**src/rtl/id_pkg.sv**
```systemverilog
// Shared decode constants and the instruction decoder for the MIPS ID stage.
// Operand resolution and slot registering live in id_fwd_mux / id_stage.
package id_pkg;

   localparam logic [5:0] OP_SPECIAL = 6'b000000;
   localparam logic [5:0] OP_ANDI    = 6'b001100;
   localparam logic [5:0] OP_ORI     = 6'b001101;
   localparam logic [5:0] OP_XORI    = 6'b001110;
   localparam logic [5:0] OP_LUI     = 6'b001111;
   localparam logic [5:0] OP_ADDIU   = 6'b001001;
   localparam logic [5:0] OP_SLTI    = 6'b001010;
   localparam logic [5:0] OP_LW      = 6'b100011;
   localparam logic [5:0] OP_SW      = 6'b101011;

   localparam logic [5:0] FN_AND  = 6'b100100;
   localparam logic [5:0] FN_OR   = 6'b100101;
   localparam logic [5:0] FN_XOR  = 6'b100110;
   localparam logic [5:0] FN_NOR  = 6'b100111;
   localparam logic [5:0] FN_ADDU = 6'b100001;
   localparam logic [5:0] FN_SUBU = 6'b100011;
   localparam logic [5:0] FN_SLT  = 6'b101010;

   localparam logic [2:0] ALUSEL_NOP   = 3'b000;
   localparam logic [2:0] ALUSEL_LOGIC = 3'b001;
   localparam logic [2:0] ALUSEL_ARITH = 3'b010;
   localparam logic [2:0] ALUSEL_MEM   = 3'b011;

   localparam logic [7:0] ALUOP_NOP  = 8'h00;
   localparam logic [7:0] ALUOP_AND  = 8'h24;
   localparam logic [7:0] ALUOP_OR   = 8'h25;
   localparam logic [7:0] ALUOP_XOR  = 8'h26;
   localparam logic [7:0] ALUOP_NOR  = 8'h27;
   localparam logic [7:0] ALUOP_ADDU = 8'h21;
   localparam logic [7:0] ALUOP_SUBU = 8'h23;
   localparam logic [7:0] ALUOP_SLT  = 8'h2a;
   localparam logic [7:0] ALUOP_LW   = 8'he3;
   localparam logic [7:0] ALUOP_SW   = 8'heb;

   typedef enum logic [1:0] {
      IMM_ZERO = 2'd0,
      IMM_SIGN = 2'd1,
      IMM_LUI  = 2'd2
   } imm_kind_t;

   typedef struct packed {
      logic [2:0] alusel;
      logic [7:0] aluop;
      logic       rs_en;
      logic       rt_en;
      logic       use_rt;
      logic       use_imm;
      imm_kind_t  imm_kind;
      logic [4:0] wd;
      logic       wreg;
      logic       mem_rd;
      logic       mem_wr;
      logic       illegal;
   } dec_t;

   function automatic dec_t decode(input logic [31:0] inst);
      dec_t d;
      d = '0;
      d.imm_kind = IMM_ZERO;
      if (inst[31:26] == OP_SPECIAL) begin
         d.rs_en  = 1'b1;
         d.rt_en  = 1'b1;
         d.use_rt = 1'b1;
         d.wd     = inst[15:11];
         d.wreg   = 1'b1;
         case (inst[5:0])
            FN_AND:  {d.alusel, d.aluop} = {ALUSEL_LOGIC, ALUOP_AND};
            FN_OR:   {d.alusel, d.aluop} = {ALUSEL_LOGIC, ALUOP_OR};
            FN_XOR:  {d.alusel, d.aluop} = {ALUSEL_LOGIC, ALUOP_XOR};
            FN_NOR:  {d.alusel, d.aluop} = {ALUSEL_LOGIC, ALUOP_NOR};
            FN_ADDU: {d.alusel, d.aluop} = {ALUSEL_ARITH, ALUOP_ADDU};
            FN_SUBU: {d.alusel, d.aluop} = {ALUSEL_ARITH, ALUOP_SUBU};
            FN_SLT:  {d.alusel, d.aluop} = {ALUSEL_ARITH, ALUOP_SLT};
            default: d.illegal = 1'b1;
         endcase
      end else begin
         d.rs_en   = 1'b1;
         d.use_imm = 1'b1;
         d.wd      = inst[20:16];
         d.wreg    = 1'b1;
         case (inst[31:26])
            OP_ANDI:  {d.alusel, d.aluop} = {ALUSEL_LOGIC, ALUOP_AND};
            OP_ORI:   {d.alusel, d.aluop} = {ALUSEL_LOGIC, ALUOP_OR};
            OP_XORI:  {d.alusel, d.aluop} = {ALUSEL_LOGIC, ALUOP_XOR};
            OP_LUI: begin
               {d.alusel, d.aluop} = {ALUSEL_LOGIC, ALUOP_OR};
               d.rs_en    = 1'b0;
               d.imm_kind = IMM_LUI;
            end
            OP_ADDIU: begin
               {d.alusel, d.aluop} = {ALUSEL_ARITH, ALUOP_ADDU};
               d.imm_kind = IMM_SIGN;
            end
            OP_SLTI: begin
               {d.alusel, d.aluop} = {ALUSEL_ARITH, ALUOP_SLT};
               d.imm_kind = IMM_SIGN;
            end
            OP_LW: begin
               {d.alusel, d.aluop} = {ALUSEL_MEM, ALUOP_LW};
               d.imm_kind = IMM_SIGN;
               d.mem_rd   = 1'b1;
            end
            OP_SW: begin
               {d.alusel, d.aluop} = {ALUSEL_MEM, ALUOP_SW};
               d.imm_kind = IMM_SIGN;
               d.rt_en    = 1'b1;
               d.mem_wr   = 1'b1;
               d.wd       = 5'd0;
               d.wreg     = 1'b0;
            end
            default: d.illegal = 1'b1;
         endcase
      end
      if (d.wd == 5'd0) d.wreg = 1'b0;
      // Unsupported encodings still travel down the pipe, but as a pure no-op.
      if (d.illegal) begin
         d = '0;
         d.imm_kind = IMM_ZERO;
         d.illegal  = 1'b1;
      end
      return d;
   endfunction

endpackage

```
**src/rtl/id_fwd_mux.sv**
```systemverilog
// Resolves one register operand against the bypass ports (port 0 = youngest).
// A pending winner means the value is not ready yet and raises a hazard.
module id_fwd_mux
   import id_pkg::*;
#(
   parameter int DATA_W  = 32,
   parameter int NUM_FWD = 2
) (
   input  logic [4:0]                addr,
   input  logic                      read_en,
   input  logic [DATA_W-1:0]         rf_data,
   input  logic [NUM_FWD-1:0]        fwd_wreg,
   input  logic [5*NUM_FWD-1:0]      fwd_wd,
   input  logic [DATA_W*NUM_FWD-1:0] fwd_wdata,
   input  logic [NUM_FWD-1:0]        fwd_pending,
   output logic [DATA_W-1:0]         data,
   output logic                      hazard
);

   logic found;

   always_comb begin
      data   = rf_data;
      hazard = 1'b0;
      found  = 1'b0;
      for (int i = 0; i < NUM_FWD; i++) begin
         if (!found && fwd_wreg[i] && (fwd_wd[5*i +: 5] == addr)) begin
            found  = 1'b1;
            data   = fwd_wdata[DATA_W*i +: DATA_W];
            hazard = fwd_pending[i];
         end
      end
      if (!read_en || (addr == 5'd0)) begin
         data   = '0;
         hazard = 1'b0;
      end
   end

endmodule

```
**src/rtl/id_stage.sv**
```systemverilog
// MIPS instruction-decode stage: decode, bypass resolution, load-use interlock
// and a registered ID/EX slot.
module id_stage
   import id_pkg::*;
#(
   parameter int DATA_W      = 32,
   parameter int NUM_FWD     = 2,
   parameter int STALL_CNT_W = 16
) (
   input  logic                      clk,
   input  logic                      rst,
   input  logic                      in_valid,
   output logic                      in_ready,
   input  logic [31:0]               pc_i,
   input  logic [31:0]               inst_i,
   input  logic [DATA_W-1:0]         reg1_data_i,
   input  logic [DATA_W-1:0]         reg2_data_i,
   output logic [4:0]                reg1_addr_o,
   output logic [4:0]                reg2_addr_o,
   input  logic [NUM_FWD-1:0]        fwd_wreg_i,
   input  logic [5*NUM_FWD-1:0]      fwd_wd_i,
   input  logic [DATA_W*NUM_FWD-1:0] fwd_wdata_i,
   input  logic [NUM_FWD-1:0]        fwd_pending_i,
   input  logic                      flush_i,
   output logic                      out_valid,
   input  logic                      out_ready,
   output logic [2:0]                alusel_o,
   output logic [7:0]                aluop_o,
   output logic [DATA_W-1:0]         reg1_o,
   output logic [DATA_W-1:0]         reg2_o,
   output logic [DATA_W-1:0]         store_data_o,
   output logic [4:0]                wd_o,
   output logic                      wreg_o,
   output logic                      mem_rd_o,
   output logic                      mem_wr_o,
   output logic [31:0]               pc_o,
   output logic                      illegal_o,
   output logic [STALL_CNT_W-1:0]    stall_cnt_o
);

   dec_t              dec;
   logic [DATA_W-1:0] imm_ext;
   logic [DATA_W-1:0] rs_data, rt_data;
   logic              rs_hazard, rt_hazard;
   logic              hazard, accept;
   logic [DATA_W-1:0] reg2_next, store_next;

   assign dec         = decode(inst_i);
   assign reg1_addr_o = inst_i[25:21];
   assign reg2_addr_o = inst_i[20:16];

   always_comb begin
      case (dec.imm_kind)
         IMM_SIGN: imm_ext = DATA_W'($signed(inst_i[15:0]));
         IMM_LUI:  imm_ext = DATA_W'({inst_i[15:0], 16'h0000});
         default:  imm_ext = DATA_W'(inst_i[15:0]);
      endcase
   end

   id_fwd_mux #(.DATA_W(DATA_W), .NUM_FWD(NUM_FWD)) u_rs_mux (
      .addr        (inst_i[25:21]),
      .read_en     (dec.rs_en),
      .rf_data     (reg1_data_i),
      .fwd_wreg    (fwd_wreg_i),
      .fwd_wd      (fwd_wd_i),
      .fwd_wdata   (fwd_wdata_i),
      .fwd_pending (fwd_pending_i),
      .data        (rs_data),
      .hazard      (rs_hazard)
   );

   id_fwd_mux #(.DATA_W(DATA_W), .NUM_FWD(NUM_FWD)) u_rt_mux (
      .addr        (inst_i[20:16]),
      .read_en     (dec.rt_en),
      .rf_data     (reg2_data_i),
      .fwd_wreg    (fwd_wreg_i),
      .fwd_wd      (fwd_wd_i),
      .fwd_wdata   (fwd_wdata_i),
      .fwd_pending (fwd_pending_i),
      .data        (rt_data),
      .hazard      (rt_hazard)
   );

   // Handshake: an instruction transfers on a cycle where valid && ready are both
   // high on the same side; valid never depends on ready, and a held slot is stable.
   assign hazard   = in_valid && (rs_hazard || rt_hazard);
   assign in_ready = !hazard && (!out_valid || out_ready);
   assign accept   = in_valid && in_ready;

   assign reg2_next  = dec.use_rt ? rt_data : (dec.use_imm ? imm_ext : '0);
   assign store_next = dec.mem_wr ? rt_data : '0;

   always_ff @(posedge clk or negedge rst) begin
      if (!rst) begin
         out_valid    <= 1'b0;
         alusel_o     <= '0;
         aluop_o      <= '0;
         reg1_o       <= '0;
         reg2_o       <= '0;
         store_data_o <= '0;
         wd_o         <= '0;
         wreg_o       <= 1'b0;
         mem_rd_o     <= 1'b0;
         mem_wr_o     <= 1'b0;
         pc_o         <= '0;
         illegal_o    <= 1'b0;
      end else if (flush_i) begin
         out_valid <= 1'b0;
      end else if (accept) begin
         out_valid    <= 1'b1;
         alusel_o     <= dec.alusel;
         aluop_o      <= dec.aluop;
         reg1_o       <= rs_data;
         reg2_o       <= reg2_next;
         store_data_o <= store_next;
         wd_o         <= dec.wd;
         wreg_o       <= dec.wreg;
         mem_rd_o     <= dec.mem_rd;
         mem_wr_o     <= dec.mem_wr;
         pc_o         <= pc_i;
         illegal_o    <= dec.illegal;
      end else if (out_ready) begin
         out_valid <= 1'b0;
      end
   end

   always_ff @(posedge clk or negedge rst) begin
      if (!rst) begin
         stall_cnt_o <= '0;
      end else if (hazard && !flush_i && (stall_cnt_o != '1)) begin
         stall_cnt_o <= stall_cnt_o + STALL_CNT_W'(1);
      end
   end

endmodule
```
**config.mk**
```make
export PLATFORM = sky130hd
export DESIGN_NAME = id_stage
export DESIGN_NICKNAME = d
export VERILOG_FILES = /design/src/rtl/id_pkg.sv /design/src/rtl/id_fwd_mux.sv /design/src/rtl/id_stage.sv
export SDC_FILE = /design/constraint.sdc
export NUM_CORES = 1
export LEC_CHECK = 0
export BUFFER_PORTS_ARGS = -buffer_cell sky130_fd_sc_hd__buf_2
export CAP_MARGIN = 0
export CORE_AREA = 2 2 151 153
export CTS_BUF_LIST = sky130_fd_sc_hd__clkbuf_16
export CTS_CLUSTER_SIZE = 8
export DETAILED_ROUTE_END_ITERATION = 10
export DIE_AREA = 0 0 153 155
export HOLD_SLACK_MARGIN = 0.06
export PLACE_DENSITY = 0.71
export RECOVER_POWER = 100
export SLEW_MARGIN = 20
export SYNTH_ARGS = -nofsm -noshare
export SYNTH_HDL_FRONTEND = slang
export SYNTH_HIERARCHICAL = 1
export SYNTH_SLANG_ARGS = --single-unit
```
**constraint.sdc**
```tcl
create_clock -name clk -period 7.3 [get_ports clk]
set_clock_uncertainty 0.15 [all_clocks]
set_input_delay 2.19 -clock clk [delete_from_list [all_inputs] [get_ports clk]]
set_output_delay 2.19 -clock clk [all_outputs]
set_load 0.01 [all_outputs]
```
# Word-level counts from Yosys, hierarchy flattened
# Cells that the tools add are included.
[totals]
in_bits = 211
ff_bits = 165
output_inout_bits = 176
word_cells = 107
[classes]
addsub = 1
muxes = 38
bitwise_logic = 1
eq_ne = 22
reduce_logical = 32
[op_table]
columns = ["op", "count"]
rows = [
  ["32-bit 2-to-1 mux", 9],
  ["10-bit one-hot mux with 7 select lines", 2],
  ["32-bit one-hot mux with 2 select lines", 1],
  ["6-bit equality test, second input constant", 9],
  ["6-bit by 4-bit equality test with 1-bit output, second input constant", 6],
  ["26-bit 2-to-1 mux", 1],
  ["5-bit equality test", 4],
  ["1-bit 2-to-1 mux", 19],
  ["16-bit by 1-bit adder with 16-bit output, second input constant", 1],
  ["16-bit inequality test, second input constant", 1],
  ["5-bit zero test", 3],
  ["13-bit 2-to-1 mux", 1],
  ["6-bit 2-to-1 mux", 2],
  ["1-bit logical AND", 11],
  ["8-bit OR reduction", 1],
  ["1-bit zero test", 7],
  ["7-bit OR reduction", 1],
  ["6-bit zero test", 1],
  ["1-bit logical OR", 4],
  ["2-bit one-hot mux with 2 select lines", 1],
  ["4-bit OR reduction", 1],
  ["3-bit 2-to-1 mux", 1],
  ["3-bit nonzero test", 1],
  ["2-bit by 1-bit equality test with 1-bit output, second input constant", 1],
  ["5 further kinds", 5],
]

# Longest topological paths before layout
# Gate-level depths: netlist (run 1).
[logic_depth]
word_depth = 16
depth_mapped = 17
mapped_depth_nobuf = 13

# Hierarchy
# The synthesis (run 1) kept the hierarchy.
[by_module_without_submodules]
columns = ["module", "cells_per_inst", "n_inst", "area_per_inst_um2", "seq_area_each_um2"]
rows = [
  ["id_stage", 725, 1, 7020.5, 4053.9],
  ["id_fwd_mux", 178, 2, 1302.5, 0.0],
]

# Worst setup path before layout (run 1)
# OpenSTA, ideal clock, no wires.
[synth_timing]
path_type = "input to output"
startpoint = "in inst_i[31]"
endpoint = "out in_ready"
path_buffers = 2
arrival_time_ns = 4.399
stages = 10
t_required_ns = 4.960
path_slack_ns = 0.561
cell_sequence = "buf_6 > or4_4 > a2111oi_4 > buf_6 > nor2_1 > nor2_1 > o21a_4 > a41o_1 > or2_2 > a21oi_1"
[synth_lines]
columns = ["element", "line_no", "source"]
rows = [
  ["start: declaration", "id_stage.sv:15", "input logic [31:0] inst_i,"],
  ["end: declaration", "id_stage.sv:13", "output logic in_ready,"],
]

==> results of run 1 <==
==> kinds of logic (layout without fill, tap and decap cells) <==
family | after synthesis | after routing | synth area share
other | 1 | 6 | 0.000390
DFF | 162 | 162 | 0.421
xor gates and xnor gates | 33 | 33 | 0.0300
buffers and inverters | 118 | 448 | 0.0690
AOI/OAI and AO/OA | 353 | 353 | 0.283
adders and majority gates | 3 | 3 | 0.00390
and+or+nand+nor | 407 | 407 | 0.188
muxes | 4 | 4 | 0.00455
==> worst max path at each step <==
stage | depth (start not counted) | end | slack, ns
2_1_floorplan | 10 | in_ready | 0.56
3_3_place_gp | 11 | in_ready | 0.54
3_5_place_dp | 11 | in_ready | 0.53
4_1_cts | 11 | in_ready | 0.52
5_1_grt | 11 | in_ready | 0.18
6_report | 11 | in_ready | 0.40
==> worst max-delay path, delay by kind of cell <==
| family | cells | cell delay [ns] |
|---|---|---|
| AOI/OAI and AO/OA | 4 | 0.71 |
| buffers and inverters | 2 | 0.36 |
| and+or+nand+nor | 5 | 1.29 |
==> metal layers <==
| layer | global-route usage | wire length [µm] | vias up | part of all wire |
|---|---|---|---|---|
| li1 | - | - | 4540 | - |
| met1 | 0.425 | 15900 | 4896 | 0.41 |
| met2 | 0.521 | 18800 | 541 | 0.49 |
| met3 | 0.0560 | 3130 | 54 | 0.081 |
| met4 | 0.0842 | 876 | 2 | 0.023 |
| met5 | 0 | 15 | - | 0.00039 |
==> registers in the layout (all words and copies together), names as in the netlist <==
| signal | flops |
|---|---|
| wd_o | 5 |
| illegal_o | 1 |
| store_data_o | 32 |
| pc_o | 32 |
| mem_wr_o | 1 |
| reg1_o | 32 |
| reg2_o | 32 |
| wreg_o | 1 |
| aluop_o | 6 |
| stall_cnt_o | 16 |
| alusel_o | 2 |
| out_valid | 1 |
| mem_rd_o | 1 |
==> cell type report <==
| cell class | count | area, µm² |
|---|---|---|
| Clock buffer | 17 | 425 |
| Timing Repair Buffer | 411 | 1890 |
| Antenna cell | 4 | 10.0 |
| Fill cell | 2186 | 10400 |
| Clock inverter | 15 | 149 |
| Multi-Input combinational cell | 802 | 4910 |
| Sequential cell | 162 | 4050 |
| Tap cell | 285 | 357 |
| Inverter | 5 | 18.8 |
==> cell usage in the layout, fill, tap and decap left out, types with 35 or more instances in the layout <==
| cell | n |
|---|---|
| sky130_fd_sc_hd__a31oi_2 | 60 |
| sky130_fd_sc_hd__o31ai_1 | 66 |
| sky130_fd_sc_hd__nand3_1 | 74 |
| sky130_fd_sc_hd__o21ai_0 | 93 |
| sky130_fd_sc_hd__dfrtp_1 | 162 |
| sky130_fd_sc_hd__clkbuf_1 | 180 |
| sky130_fd_sc_hd__nand2_1 | 227 |
| sky130_fd_sc_hd__a21oi_1 | 35 |
| sky130_fd_sc_hd__buf_2 | 208 |
| sky130_fd_sc_hd__nor2_1 | 49 |
==> metrics by stage <==
| step | area (µm²) | util |
|---|---|---|
| 2_1_floorplan | 9630 | - |
| 3_3_place_gp | 11500 | 0.517 |
| 3_5_place_dp | 11500 | 0.517 |
| 4_1_cts | 12100 | 0.543 |
| 5_1_grt | 11800 | 0.531 |
| 6_report | 11800 | 0.531 |
==> where the power goes <==
| part | internal (W) | leakage [nW] | switching [W] |
|---|---|---|---|
| registers | 0.000969 | 2.13 | 0.0000406 |
| logic | 0.000146 | 2.66 | 0.000296 |
| clock network | 0.000481 | 0.278 | 0.000420 |
==> results list, run 1 <==
- The flow ran to the end, but the final reports show violations.
- The final reports fail on capacitance limit, slew limit.
- By area the synthesized netlist is led by sky130_fd_sc_hd__dfrtp_1 42%, sky130_fd_sc_hd__nand2_1 8.9%, sky130_fd_sc_hd__a31oi_2 7.8%.
- After detailed routing, the number of remaining DRC violations is 0.
* Period Utilization, post-route: 0.945
- Transition time at the pin with the least slew margin: 4.03 ns
* Mean routed wirelength per cell: 22.7 µm
- Row Count: 55
- Pwr Total: 0.00235 W
* Total gr overflow: 0
- Post-layout worst setup margin: 0.402 ns
- Worst relative slew slack: -1.69
- Pin placement for this block handled 387 I/O pins.
* CTS tree: yes
* Mapped Area: 0.00963 mm²
- From bottom edge to top edge, the die measures 155 µm.
- All-layer global routing usage: 0.314
- Clock latency on the worst-skew pair, taken at its later pin, is 0.43 ns.
* Hold Crit Endpoint: pc_o[1]
- Placer Congestion: 0.883
- Worst hold-check path type: reg2reg
- Origin of the critical flop-to-flop path: out_valid
* Starting Density: 0.433
- Of the post-synthesis cell area, the dominant cell type holds 0.421.
- Tracing the worst setup path back leads to its startpoint at inst_i[26].
* Number of detailed-routing iterations run before antenna repair: 5
- The first global-routing pass estimated 57400 µm of wire.
* Sink count of the clock tree: 162
- STA puts the critical path data required time at 4.96 ns.
* Highest ir drop seen on vdd: 116 µV
* Setup repair after global routing missed its margin: no
* Total placed cells including tap cells: 1665
- Number of antenna violations at the first check in global routing: 5
- Post-CTS repair changed the size of 0 cells.
* Number of flops mapped to enable cells by yosys: 0
* Register bit count reported by yosys: 162
- Summed over all cells, the static leakage comes to 5.06 nW.
* Sequential share of the synthesized area: 0.421
- sky130_fd_sc_hd__nand2_1 is the most common cell in the netlist.
- Share of cells above drive strength 1: 0.242
- OpenSTA, run right after detailed placement, puts the worst setup slack at 0.528 ns.
- Hold Path Stages: 2
- The floorplan step set the die width to 153 µm.
- In this run the remaining antenna-violating nets after routing total 0.
* Max Buffers Root-to-Sink: 2
- Number of CTS-inserted buffers: 17
* Kind of critical path: in2out
- Clock-pin slew was measured on the worst setup and hold paths at 0.07 ns.
* Max FO, Critical Path: 11
- The number of max-slew violations in the final report was 127.
- In this run the power density over the cells is 199 mW/mm².
- Setup violators final: 0
* Max Freq: 145 MHz
- Summed over all nets, the half-perimeter wirelength after detailed placement is 28800 µm.
- Maximum capacitance violations: 3
* Worst Setup End Kind: primary output
* Reg-to-reg endpoint: reg1_o[7]
- Input and output buffers added on the ports amount to 384.
* R2R cell count: 5
- The area growth from synthesis to layout is 22.7%.
- After detailed routing, the number of vias per cell comes to 5.90.
- Ranked by instance count, the synthesized netlist is headed by 227 x sky130_fd_sc_hd__nand2_1, 162 x sky130_fd_sc_hd__dfrtp_1, 75 x sky130_fd_sc_hd__o21ai_0, 74 x sky130_fd_sc_hd__nand3_1, 66 x sky130_fd_sc_hd__o31ai_1.
* Fraction of registers with async set or reset after synthesis: 1.00
- Yosys warnings: 6
- Min Hold Slack: 0.323 ns
* Unique cell type count in the Yosys netlist: 59
* Core region area: 0.0222 mm²
- Layout net count: 1613
- Die footprint: 0.0237 mm²
- Worst Path Arrival: 4.56 ns
- Primary flip-flop cell chosen by synthesis mapping: sky130_fd_sc_hd__dfrtp_1
- Slowest Stage Delay on Critical Path: 0.63 ns
* Reg2reg setup slack: 3.72 ns
- The number of global-route vias before repair came to 9364.
* Summed negative setup slack over all endpoints: 0 ns
- Synthesis produced 1081 cells.
- Largest net degree at the start of global routing: 75
* Number of hold-repair buffers added at the cts stage: 0
- The finished layout holds 1701 standard cells, fillers aside.
* Final count of hold timing violations: 0
- The detailed router finished its first iteration with 1018 violations.
- Clock Tree Root: sky130_fd_sc_hd__clkbuf_16
- Per-instance average area after synthesis: 8.90 µm²
* Slowest-stage cell, CP: sky130_fd_sc_hd__or4_1
* Final wirelength: 38600 µm
- The final route contains 10000 vias.
* Post-CTS Repair Setup Buffers: 0
- Min-Delay Startpoint: pc_o[1]
* Minimum period implied by the final worst setup slack: 6.90 ns
- The critical path goes through clkbuf_1 > or4_1 > a2111oi_4 > nor2_1 > nor2_1 > o211ai_1 > nor3_1 > a41o_1 > or2_2 > a21oi_1 > clkbuf_1.
- The clock tree synthesis step divided the H-tree into 4 levels.
- Most area-hungry cell type in the Yosys netlist: sky130_fd_sc_hd__dfrtp_1
* Type of element launching the critical path: input pin
No activity file was read; power rests on OpenSTA's default activity.
==> inputs of run 2 (changes only) <==
--- a/config.mk
+++ b/config.mk
@@ -15,5 +15,5 @@
 export HOLD_SLACK_MARGIN = 0.06
 export PLACE_DENSITY = 0.71
-export RECOVER_POWER = 100
+export RECOVER_POWER = 25
 export SLEW_MARGIN = 20
 export SYNTH_ARGS = -nofsm -noshare
==> constraint.sdc (replaced) <==
create_clock -name clk -period 7.3 [get_ports clk]
set_clock_uncertainty 0.15 [all_clocks]
set_input_delay 0.73 -clock clk [delete_from_list [all_inputs] [get_ports clk]]
set_output_delay 0.73 -clock clk [all_outputs]
set_load 0.01 [all_outputs]
==> run 2 against run 1 <==
Compared with the run above:
- the flow now finishes without violations
- combinational power grew 3%
- total power up 4.8%
- critical path depth unchanged
- clock power up 11%
- core utilization grew 1.0 points
- wire length decreased by 1.1%
- largest power group unchanged
==> results list, run 2 (synthesis gave the netlist of run 1 again) <==
- Type of element launching the critical path: input pin
- The total negative setup slack came to 0 ns (unchanged).
- Max-slew violation count: 0 (-100%)
- First-pass GRT wire length: 56900 µm (-0.87%)
- The kind of cell with the highest combined delay along the critical path is simple AND/OR/NAND/NOR gates.
* Origin of the critical flop-to-flop path: out_valid
* Setup violators final: 0 (unchanged)
- Transition time at the pin with the least slew margin: 1.07 ns (-2.96 ns)
- The critical path buffer and inverter count came to 3 (+1).
* Placer Congestion: 0.913 (+3.4%)
- Core region area: 0.0222 mm² (unchanged)
- Die footprint: 0.0237 mm² (unchanged)
* Status: complete, no violations
* Row Count: 55 (unchanged)
- The detailed-routing iteration count for the pre-antenna-repair pass came to 7 (+2).
- The cell count of the worst reg-to-reg path came to 5 (unchanged).
- The overall die width came to 153 µm (unchanged).
* Final wirelength: 38200 µm (-1.1%)
* Reg2reg setup slack: 4.40 ns (+0.68 ns)
- Worst hold-check path type: in2async
- The largest stage delay on the critical path was 0.87 ns (+0.24 ns).
- The remaining max-slew budget at the tightest pin was 0.282 (+1.97).
* Depth of the CTS H-tree: 4 (unchanged)
* Int Power: 0.00174 W (+8.8%)
- All-layer global routing usage: 0.311 (-0.00224)
* Worst-path cell chain: buf_2 > xnor2_1 > nand2_1 > buf_4 > or2_2 > a41o_1 > or2_2 > or3_4 > nor2_2 > buf_4 > a22o_1
* Static leakage: 5.63 nW (+11%)
- The worst register-to-register path ends at store_data_o[24].
* Kind of critical path: in2reg
- Layout net count: 1603 (-0.62%)
- The average routed wire per standard cell came to 22.6 µm (-0.62%).
- The clock-pin slew on the worst setup and hold paths is 0.07 ns (about the same).
- Maximum capacitance violations: 0 (-3)
- Total via count after detailed routing: 9937 (-0.96%)
- The total power was 0.00247 W (+4.8%).
- End point of the critical path: store_data_o[24]
- Max Freq: 211 MHz (+45%)
- Area overhead of the layout relative to synthesis: 25.1%
* Commonest cells after routing, fill and taps aside: 354 x sky130_fd_sc_hd__buf_2, 226 x sky130_fd_sc_hd__nand2_1, 162 x sky130_fd_sc_hd__dfrtp_1
- Leaving out fill and tap cells, the most frequent cell in the layout is sky130_fd_sc_hd__buf_2.
* Total gr overflow: 0 (unchanged)
- Number of CTS-inserted buffers: 17 (unchanged)
- Remaining antenna violation count: 0 (unchanged)
- The maximum number of pins on one net before global-route repair came to 97 (+29%).
- The die height is 155 µm (unchanged).
- Highest ir drop seen on vdd: 105 µV (-8.8%)
* Final count of hold timing violations: 0 (unchanged)
* Post-CTS Repair Setup Buffers: 0 (unchanged)
- Quantity of I/O buffers inserted on ports: 384 (unchanged)
- Starting Density: 0.433 (unchanged)
- Clock latency reported for the late side of the worst-skew pair: 0.43 ns (about the same)
- Instance count on the critical path: 11 (unchanged)
* Remaining routing DRC violations: 0 (unchanged)
- The switching power share of the total was 0.296 (-0.0259).
- The boundary pin count is 387 (unchanged).
* Gates resized, CTS repair: 0 (unchanged)
* Max FO, Critical Path: 72 (+61)
- Sw power: 0.000730 W (-3.6%)
* Number of global-route vias before repair: 9470 (+1.1%)
* Relative contribution of combinational cells to total power: 0.185 (-0.003)
* Minimum period implied by the final worst setup slack: 4.75 ns (-2.15 ns)
- The critical path starts at inst_i[16].
- The placed cell count was 1655 (-0.60%).
* Period Utilization, post-route: 0.650 (-0.295)
* Number of hold-repair buffers added at the cts stage: 0 (unchanged)
- The worst endpoint data arrival time was 4.97 ns (+0.41 ns).
- The worst setup path is captured at a flip-flop.
- The slowest stage of the critical path is the sky130_fd_sc_hd__nor2_2 cell.
- Detail-routed via count per cell: 5.87 (-0.43%)
* Sink count of the clock tree: 162 (unchanged)
- Clock power share: 0.405 (+0.022)
- The number of antenna violations at the first check in global routing is 6 (+1).
- Share of cells above drive strength 1: 0.347 (+0.105)
- Max Buffers Root-to-Sink: 2 (unchanged)
* CTS tree: yes
- Setup repair after global routing left no endpoint under its margin.
* Share of total power in sequential cells: 0.410 (-0.019)
- Clock Tree Root: sky130_fd_sc_hd__clkbuf_16
- The number of DRC violations after detailed-routing iteration 0 came to 785 (-23%).
* Fill cells: 2146 (-1.8%)
- Data required time at the worst endpoint: 7.52 ns (+2.56 ns)
* Non-filler cells, final: 1692 (-0.53%)
- The detailed-placement wirelength estimate came to 28700 µm (-0.39%).
- The power per cell area was 205 mW/mm² (+2.8%).
[run 2: worst min path at each step]
stage,start,end,depth (start not counted)
2_1_floorplan,rst,aluop_o[0],0
3_3_place_gp,pc_o[9],pc_o[9],2
3_5_place_dp,pc_o[11],pc_o[11],2
4_1_cts,rst,pc_o[1],1
5_1_grt,rst,pc_o[2],1
6_report,rst,pc_o[2],1
[run 2: metrics by stage]
step	hold slack, ns	instance area, µm²	setup slack (ns)	utilization
2_1_floorplan	0.284	9630	3.20	-
3_3_place_gp	0.303	11400	2.27	0.514
3_5_place_dp	0.307	11400	2.17	0.514
4_1_cts	0.251	12100	2.64	0.542
5_1_grt	0.276	12000	2.31	0.542
6_report	0.171	12000	2.55	0.542
[run 2: routing by layer]
metal | track usage | up-vias | wire length [µm]
met5 | 0 | - | 12
met3 | 0.0833 | 70 | 3910
met2 | 0.506 | 614 | 18100
li1 | - | 4496 | -
met1 | 0.402 | 4755 | 15000
met4 | 0.114 | 2 | 1200
[run 2: area by class of cell]
type / instances / area (µm²) / area share
multi-input cells: 802 / 4940 / 0.410
repair buffers: 401 / 2020 / 0.168
clock buffers: 17 / 425 / 0.0353
clock inverters: 15 / 215 / 0.0179
flip-flops and latches: 162 / 4050 / 0.337
well taps: 285 / 357 / 0.0296
inverters: 5 / 18.8 / 0.00156
diodes: 5 / 12.5 / 0.00104
[run 2: power groups by stage]
stage / clock network, W / registers (W) / logic, W
2_1_floorplan: 0 / 0.00106 / 0.000198
6_report: 0.000999 / 0.00101 / 0.000456
3_5_place_dp: 0 / 0.00103 / 0.000459
5_1_grt: 0.00104 / 0.00102 / 0.000496
4_1_cts: 0.00100 / 0.00101 / 0.000460
3_3_place_gp: 0 / 0.00102 / 0.000452
